### config.mk
export PLATFORM = sky130hd
export DESIGN_NAME = regfile_mp_flat
export DESIGN_NICKNAME = d
export VERILOG_FILES = /design/src/rtl/regfile_mp_if.sv /design/src/rtl/regfile_mp.sv /design/src/flat_wrapper.sv
export SDC_FILE = /design/constraint.sdc
export NUM_CORES = 1
export LEC_CHECK = 0
export CAP_MARGIN = 20
export CORE_MARGIN = 2
export CORE_UTILIZATION = 55
export DETAILED_ROUTE_END_ITERATION = 6
export PLACE_DENSITY_LB_ADDON = 0.3
export SLEW_MARGIN = 20
export SYNTH_ARGS = -nofsm -noshare
export SYNTH_HDL_FRONTEND = slang
export SYNTH_SLANG_ARGS = --single-unit
### constraint.sdc
create_clock -name clk -period 7 [get_ports clk]
set_clock_uncertainty 0.2 [all_clocks]
set_input_delay 1.05 -clock clk [delete_from_list [all_inputs] [get_ports clk]]
set_output_delay 1.05 -clock clk [all_outputs]
set_load 0.02 [all_outputs]
### src/rtl/regfile_mp_if.sv
// Bus bundle for regfile_mp: read ports, predicate access, writeback, issue and clear control.
interface regfile_mp_if #(
    parameter int unsigned NUM_REGS = 16,
    parameter int unsigned DATA_W   = 16,
    parameter int unsigned NUM_READ = 2,
    parameter int unsigned NUM_PRED = 4
);
    localparam int unsigned AW = $clog2(NUM_REGS);
    localparam int unsigned PW = $clog2(NUM_PRED);

    logic                       rd_valid;
    logic [NUM_READ*AW-1:0]     rd_addr;
    logic [NUM_READ*DATA_W-1:0] rd_data;
    logic [NUM_READ-1:0]        rd_pending;
    logic [PW-1:0]              ps_rd_addr;
    logic                       ps_rd_data;
    logic                       wr_valid;
    logic                       wr_en;
    logic [AW-1:0]              wr_addr;
    logic [DATA_W-1:0]          wr_data;
    logic                       ps_wr_en;
    logic [PW-1:0]              ps_wr_addr;
    logic                       ps_wr_data;
    logic                       issue_valid;
    logic [AW-1:0]              issue_dst_addr;
    logic                       clear_req;
    logic                       clear_busy;

    modport master (
        output rd_valid, rd_addr, ps_rd_addr,
        output wr_valid, wr_en, wr_addr, wr_data,
        output ps_wr_en, ps_wr_addr, ps_wr_data,
        output issue_valid, issue_dst_addr, clear_req,
        input  rd_data, rd_pending, ps_rd_data, clear_busy
    );

    modport slave (
        input  rd_valid, rd_addr, ps_rd_addr,
        input  wr_valid, wr_en, wr_addr, wr_data,
        input  ps_wr_en, ps_wr_addr, ps_wr_data,
        input  issue_valid, issue_dst_addr, clear_req,
        output rd_data, rd_pending, ps_rd_data, clear_busy
    );
endinterface

### src/rtl/regfile_mp.sv
// Multi-port register file with write bypass, predicate file, pending scoreboard and bulk clear.
module regfile_mp #(
    parameter int unsigned NUM_REGS = 16,
    parameter int unsigned DATA_W   = 16,
    parameter int unsigned NUM_READ = 2,
    parameter int unsigned NUM_PRED = 4
) (
    input  logic         clk,
    input  logic         n_rst,
    regfile_mp_if.slave  bus
);
    localparam int unsigned AW = $clog2(NUM_REGS);
    localparam int unsigned PW = $clog2(NUM_PRED);

    localparam logic [0:0] IDLE  = 1'b0;
    localparam logic [0:0] CLEAR = 1'b1;

    logic [0:0]                 state;
    logic [0:0]                 next_state;
    logic [AW-1:0]              idx;
    logic                       busy;
    logic [DATA_W-1:0]          regs [NUM_REGS];
    logic [NUM_REGS-1:0]        pending;
    logic [NUM_PRED-1:0]        pred;
    logic                       idle_c;
    logic                       we_c;
    logic                       pwe_c;
    logic [AW-1:0]              ra_c;
    logic [NUM_READ*DATA_W-1:0] rd_data_c;
    logic [NUM_READ-1:0]        rd_pending_c;

    assign idle_c = (state == IDLE);
    assign we_c   = bus.wr_valid & bus.wr_en & idle_c;
    assign pwe_c  = bus.wr_valid & bus.ps_wr_en & idle_c;

    // Clear FSM next-state: one pass over the array, then back to IDLE.
    always_comb begin
        next_state = state;
        case (state)
            IDLE:    if (bus.clear_req) next_state = CLEAR;
            CLEAR:   if (idx == AW'(NUM_REGS - 1)) next_state = IDLE;
            default: next_state = IDLE;
        endcase
    end

    // State register and registered busy flag.
    always_ff @(posedge clk or negedge n_rst) begin
        if (!n_rst) begin
            state <= IDLE;
            busy  <= 1'b0;
        end else begin
            state <= next_state;
            busy  <= (next_state == CLEAR);
        end
    end

    // Clear index walks the array while clearing, parked at zero otherwise.
    always_ff @(posedge clk or negedge n_rst) begin
        if (!n_rst) begin
            idx <= '0;
        end else if (state == CLEAR) begin
            idx <= idx + AW'(1);
        end else begin
            idx <= '0;
        end
    end

    // Data array: writeback in IDLE, one register zeroed per cycle in CLEAR.
    always_ff @(posedge clk or negedge n_rst) begin
        if (!n_rst) begin
            for (int i = 0; i < NUM_REGS; i++) regs[i] <= '0;
        end else if (state == CLEAR) begin
            regs[idx] <= '0;
        end else if (we_c) begin
            regs[bus.wr_addr] <= bus.wr_data;
        end
    end

    // Scoreboard and predicates; a clear start wipes both, an issue beats a same-cycle writeback.
    always_ff @(posedge clk or negedge n_rst) begin
        if (!n_rst) begin
            pending <= '0;
            pred    <= '0;
        end else if (idle_c) begin
            if (bus.clear_req) begin
                pending <= '0;
                pred    <= '0;
            end else begin
                if (we_c)            pending[bus.wr_addr]        <= 1'b0;
                if (bus.issue_valid) pending[bus.issue_dst_addr] <= 1'b1;
                if (pwe_c)           pred[bus.ps_wr_addr]        <= bus.ps_wr_data;
            end
        end
    end

    // Zero-latency read ports with writeback bypass; all zero when not requested.
    always_comb begin
        rd_data_c    = '0;
        rd_pending_c = '0;
        ra_c         = '0;
        for (int k = 0; k < NUM_READ; k++) begin
            ra_c = bus.rd_addr[k*AW +: AW];
            if (bus.rd_valid) begin
                if (we_c && (bus.wr_addr == ra_c)) begin
                    rd_data_c[k*DATA_W +: DATA_W] = bus.wr_data;
                end else begin
                    rd_data_c[k*DATA_W +: DATA_W] = regs[ra_c];
                    rd_pending_c[k]               = pending[ra_c];
                end
            end
        end
    end

    assign bus.rd_data    = rd_data_c;
    assign bus.rd_pending = rd_pending_c;
    assign bus.ps_rd_data = (pwe_c && (bus.ps_wr_addr == bus.ps_rd_addr)) ? bus.ps_wr_data
                                                                          : pred[bus.ps_rd_addr];
    assign bus.clear_busy = busy;

endmodule

### src/flat_wrapper.sv
// flat-port wrapper written by rule: the top's interface ports become plain ports
module regfile_mp_flat 
#(
    parameter int unsigned NUM_REGS = 16,
    parameter int unsigned DATA_W   = 16,
    parameter int unsigned NUM_READ = 2,
    parameter int unsigned NUM_PRED = 4
)
  (clk, n_rst, bus_rd_valid, bus_rd_addr, bus_ps_rd_addr, bus_wr_valid, bus_wr_en, bus_wr_addr, bus_wr_data, bus_ps_wr_en, bus_ps_wr_addr, bus_ps_wr_data, bus_issue_valid, bus_issue_dst_addr, bus_clear_req, bus_rd_data, bus_rd_pending, bus_ps_rd_data, bus_clear_busy);
  regfile_mp_if #(.NUM_REGS(NUM_REGS), .DATA_W(DATA_W), .NUM_READ(NUM_READ), .NUM_PRED(NUM_PRED)) bus_i ();
  input  logic clk;
  input  logic n_rst;
  input wire logic [$bits(bus_i.rd_valid)-1:0] bus_rd_valid;
  input wire logic [$bits(bus_i.rd_addr)-1:0] bus_rd_addr;
  input wire logic [$bits(bus_i.ps_rd_addr)-1:0] bus_ps_rd_addr;
  input wire logic [$bits(bus_i.wr_valid)-1:0] bus_wr_valid;
  input wire logic [$bits(bus_i.wr_en)-1:0] bus_wr_en;
  input wire logic [$bits(bus_i.wr_addr)-1:0] bus_wr_addr;
  input wire logic [$bits(bus_i.wr_data)-1:0] bus_wr_data;
  input wire logic [$bits(bus_i.ps_wr_en)-1:0] bus_ps_wr_en;
  input wire logic [$bits(bus_i.ps_wr_addr)-1:0] bus_ps_wr_addr;
  input wire logic [$bits(bus_i.ps_wr_data)-1:0] bus_ps_wr_data;
  input wire logic [$bits(bus_i.issue_valid)-1:0] bus_issue_valid;
  input wire logic [$bits(bus_i.issue_dst_addr)-1:0] bus_issue_dst_addr;
  input wire logic [$bits(bus_i.clear_req)-1:0] bus_clear_req;
  output wire logic [$bits(bus_i.rd_data)-1:0] bus_rd_data;
  output wire logic [$bits(bus_i.rd_pending)-1:0] bus_rd_pending;
  output wire logic [$bits(bus_i.ps_rd_data)-1:0] bus_ps_rd_data;
  output wire logic [$bits(bus_i.clear_busy)-1:0] bus_clear_busy;
  assign bus_i.rd_valid = bus_rd_valid;
  assign bus_i.rd_addr = bus_rd_addr;
  assign bus_i.ps_rd_addr = bus_ps_rd_addr;
  assign bus_i.wr_valid = bus_wr_valid;
  assign bus_i.wr_en = bus_wr_en;
  assign bus_i.wr_addr = bus_wr_addr;
  assign bus_i.wr_data = bus_wr_data;
  assign bus_i.ps_wr_en = bus_ps_wr_en;
  assign bus_i.ps_wr_addr = bus_ps_wr_addr;
  assign bus_i.ps_wr_data = bus_ps_wr_data;
  assign bus_i.issue_valid = bus_issue_valid;
  assign bus_i.issue_dst_addr = bus_issue_dst_addr;
  assign bus_i.clear_req = bus_clear_req;
  assign bus_rd_data = bus_i.rd_data;
  assign bus_rd_pending = bus_i.rd_pending;
  assign bus_ps_rd_data = bus_i.ps_rd_data;
  assign bus_clear_busy = bus_i.clear_busy;
  regfile_mp #(.NUM_REGS(NUM_REGS), .DATA_W(DATA_W), .NUM_READ(NUM_READ), .NUM_PRED(NUM_PRED)) u_core (.clk(clk), .n_rst(n_rst), .bus(bus_i));
endmodule
# Yosys cells after proc, flatten, opt, wreduce, memory -nomap -nowiden
# Cells that the tools add are included.
# Widths: inputs -> output; s select.
[word_totals] ff_bits=281 latchBits=0 mem_bits_rw=0 rom_bits=0 output_inout_bits=36 memories=0
[op_classes] addsub=1 mul=0 div_mod_pow=0 magnitude_cmp=15 eq_ne=4 shift=0 muxes=46 bitwise_logic=14 reduce_logical=11
[ops] operator="$mux 256" n=2
[ops] operator="$and 256x256->256" n=1
[ops] operator="$bwmux 256" n=1
[ops] operator="$not 256->256" n=1
[ops] operator="$mux 16" n=15
[ops] operator="$bmux 16 s4" n=2
[ops] operator="$demux 16 s4" n=2
[ops] operator="$ge 5x5->1 const B" n=4
[ops] operator="$lt 4x5->1 const B" n=4
[ops] operator="$not 4->5" n=4
[ops] operator="$and 16x16->16" n=1
[ops] operator="$not 16->16" n=1
[ops] operator="$or 16x16->16" n=1
[ops] operator="$mux 1" n=13
[ops] operator="$mux 4" n=3
[ops] operator="$lt 5x1->1 const B" n=2
[ops] operator="$bmux 1 s4" n=2
[ops] operator="$demux 1 s4" n=2
[ops] operator="$eq 4x4->1" n=2
[ops] operator="$ge 4x1->1 const B" n=2
[ops] operator="$logic_and 1x1->1" n=8
[ops] operator="$lt 2x3->1 const B" n=2
[ops] operator="$add 4x1->4 const B" n=1
[ops] operator="$and 1x1->1" n=4
[ops] operator="10 further kinds" n=11

# Longest topological paths before layout
[logic_depth] depth_word=12 depth_mapped=7

# Worst setup path after synthesis
# OpenSTA, ideal clock, no wires.
[synth_path] path_kind="in2out" startpoint="input port bus_rd_addr[4]" endpoint="output port bus_rd_data[16]" t_arrival_ns=2.633 required_ns=5.750 path_slack_ns=3.117 cell_stages=7 n_path_buf=3 cell_sequence="buf_2 -> buf_6 -> buf_2 -> mux4_2 -> a22o_1 -> nor2_1 -> o21ai_0"
[synth_between] elab_chain_cells=6 word_cells_on_any_way=8
[synth_lines] item="start: declaration" line="flat_wrapper.sv:14" source="input wire logic [$bits(bus_i.rd_addr)-1:0] bus_rd_addr;"
[synth_lines] item="$not 4->5 (not written as such)" line="regfile_mp.sv:107" source="rd_data_c[k*DATA_W +: DATA_W] = regs[ra_c];"
[synth_lines] item="$bmux 16 s4" line="regfile_mp.sv:107"
[synth_lines] item="$mux 16 (not written as such) (2 in series)" line="regfile_mp.sv:107"
[synth_lines] item="$mux 16 *" line="regfile_mp.sv:104" source="if (we_c && (bus.wr_addr == ra_c)) begin"
[synth_lines] item="$mux 16 *" line="regfile_mp.sv:103" source="if (bus.rd_valid) begin"
[synth_lines] item="end: declaration" line="flat_wrapper.sv:26" source="output wire logic [$bits(bus_i.rd_data)-1:0] bus_rd_data;"
# Every way passes the cells marked *; elsewhere a longest branch is shown, timed or not. The select of a mux whose other input is x is not followed.

# Worst setup path after layout
[layout_path] startpoint="input port bus_wr_addr[2]" endpoint="output port bus_rd_data[14]"
[layout_between] elab_chain_cells=4
[layout_lines] item="start: declaration" line="flat_wrapper.sv:18" source="input wire logic [$bits(bus_i.wr_addr)-1:0] bus_wr_addr;"
[layout_lines] item="$eq 4x4->1" line="regfile_mp.sv:104"
[layout_lines] item="$logic_and 1x1->1" line="regfile_mp.sv:104"
[layout_lines] item="$mux 16" line="regfile_mp.sv:104"
[layout_lines] item="$mux 16" line="regfile_mp.sv:103"
# No other way between the ends.

==> results by group <==
Outcome
  • Status: complete, no violations

Yosys
  • Area leader, netlist: dfrtp_1
  • FFs w/ async S/R, synth: 100%
  • Synth area leaders: dfrtp_1 (46%), mux4_2 (21%), a22o_1 (17%)
  • EDFF count, synth: 0
  • Post-Syn Nets: around 1,200
  • Avg Cell Area, Syn: 13.6 µm²
  • Post-synth top area share: 46.1%
  • Synth cell count leaders: a22o_1 (304), dfrtp_1 (281), mux4_2 (139)
  • YS warnings: 0
  • Syn Inst Count: 1,120
  • Main synth FF type: dfrtp_1
  • Mapped cell area: 15,200 µm²
  • Seq/Total Area, Yosys: between 40% and 50%
  • Yosys cell types: 44
  • Most numerous cell in the Yosys netlist: a22o_1
  • Number of synthesized register bits: approximately 280

Route
  • Via density: about 7.6
  • Vias: 11,600
  • Antenna violation net count after detailed routing: 0
  • DR WL/cell: around 31 µm
  • Iter 0 DRT Violations: 1,575
  • Drt pass-1 iters: 7
  • Residual DRC count: 0
  • Final wirelength: 47,700 µm

Critical path
  • Worst-path cell chain: clkdlybuf4s50_1 > xor2_1 > nor4_1 > and2_1 > a22o_1 > clkdlybuf4s50_1
  • Bufs and invs on worst path: 2
  • Crit Reg-Reg Startpoint: u_core.state
  • Max FO, Critical Path: 16
  • Worst Setup SP: bus_wr_addr[2]
  • Reg-to-reg setup timing slack: 3.36 ns
  • Cell mode on critical path: clkdlybuf4s50_1
  • Top Family by Delay on Critical Path: buffers and inverters
  • Startpoint types: input port
  • Crit end category: output pin
  • Crit path DAT: 4.33 ns
  • Slowest cell delay on critical path: 0.81 ns
  • Worst Path Required: 5.75 ns
  • Crit Path Class: in2out
  • Critical Path Slowest Stage Cell: clkdlybuf4s50_1

Clocking
  • # H-tree levels: 1
  • Sink Count: between 200 and 300
  • TritonCTS Buffers: 30
  • Hold buffers post-CTS: 0
  • Setup Fix Bufs, Post-CTS: 0
  • CTS root buf: clkbuf_16
  • CTS tree: done
  • Worst skew pair latency: 0.56 ns
  • Resize count post-CTS: 0
  • Clock slew at reported path FFs: roughly 0.06 ns
  • Clk buf depth: 3

Timing
  • Final min period: 5.58 ns
  • Fin. Hold Viols: 0
  • RSZ-0062 raised after global routing: no
  • Final Slew Violations: 0
  • FMAX: 179 MHz
  • Setup violators final: 0
  • Final Cycle Share: between 70% and 80%
  • Worst Tran Pin Value: 1.21 ns
  • Slew margin rel.: 18.8%
  • Setup TNS: 0 ns

Global routing
  • Tot GR Track Use: 33.9%
  • Vias in the first global route: 11,900
  • Gr ovfl total: 0
  • First-pass GRT wire length: 72,900 µm
  • Largest net degree at the start of global routing: 105
  • Antenna violations before repair: 0

Floorplan
  • Core ar.: 27,100 µm²
  • Core Rows: 60
  • Chip Height: 170 µm
  • Die X-Extent: 170 µm
  • Die area: 29,100 µm²
  • Starting density of the core: 56.2%
  • I/O pins: 81

Finish
  • Area grow syn2layout: 13.1%
  • Layout cells sized above 1: 22.8%
  • Layout Nets: 1,181
  • Antenna cells: 0
  • Layout Cells excl Fill: approximately 1,500
  • Fin util: 63.6%

Min path
  • Hold crit path type: in2async

Placed design
  • DP HPWL: roughly 29,000 µm
  • Number of port buffers: 80
  • Placed cell count: ~1,500
  • Routability cong.: 0.931

Pwr
  • Pwr Total: 4.72 mW
  • Leak: 7.52 nW
  • Peak supply drop: 0.202 mV
  • Power Dens Cells: 274 nW/µm²

Run
  • MaxCap Viol Count: 0
[logic make-up after synthesis]
| logic type | Yosys count | share of synthesized area [%] |
|---|---|---|
| compound gates | 407 | 22.3 |
| flops | 281 | 46.1 |
| buf+inv | 155 | 4.62 |
| mux | 144 | 20.9 |
| simple gates | 117 | 5.02 |
| xor+xnor | 12 | 0.690 |
| fa+ha+maj | 4 | 0.328 |
[where the power goes]
part	internal, mW	leakage (nW)	switching, mW
sequential	1.80	3.81	0.162
clock	1.02	0.525	0.681
combinational	0.436	3.18	0.610
[final cells by class]
class,count,area [µm²]
fill,1960,9860
multi-input combinational,684,7540
sequential,281,7030
timing repair buffer,111,1050
clock buffer,40,838
tap,372,465
clock inverter,16,223
inverter,24,90.1
[path summary, 6_finish.rpt]
path | end | cells after the start
min in group clk | u_core.regs[0] | 1
worst min register to register | u_core.regs[0] | 1
worst max register to register | u_core.regs[173] | 4
worst max-delay path | bus_rd_data[14] | 6
worst min-delay path | u_core.regs[233] | 1
max in group asynchronous | u_core.regs[2] | 2
[worst register-to-register path, cell delays in order, from the launching register on]
cell	delay (ns)
dfrtp_1	0.62
nand4bb_1	0.76
nor3_4	1.15
a21oi_2	0.47
a22o_1	0.33
[through the flow]
step	hold slack, ns	setup slack (ns)	area (µm²)
after CTS	0.317	1.51	17200
after global placement	0.289	1.58	16100
after global routing	0.328	1.38	17200
after floorplan	0.268	3.12	15200
after detailed placement	0.297	1.52	16100
final	0.300	1.42	17200
[cells in the final DEF, fill, tap and decap left out, types with 6 or more instances in the layout]
cell / count
xor2_1: 11
o21ai_1: 10
clkbuf_16: 30
buf_4: 33
nor3_4: 12
a2bb2oi_1: 16
a21oi_2: 13
a22oi_1: 32
nor2_1: 25
clkinv_2: 8
clkdlybuf4s50_1: 75
nor3_1: 6
nand2_1: 23
mux4_2: 139
o22ai_1: 15
nand3_1: 17
and3_1: 7
a22o_1: 304
o21ai_0: 10
dfrtp_1: 281
inv_1: 23
[state kept, by name (all words and copies together), names as in the netlist]
name and flops:
u_core.regs 256, u_core.pending 16, u_core.idx 4, u_core.pred 4, u_core.state 1
[layer usage]
layer  global-route usage (%)  wire [µm]  vias to the layer above
met4                     15.6       2450                        0
met2                     50.7      21500                      920
met3                     8.51       5890                      156
li1                         -          -                     4560
met5                    0.696          0                        -
met1                     47.1      17900                     5951
No activity file was read; power rests on OpenSTA's default activity.
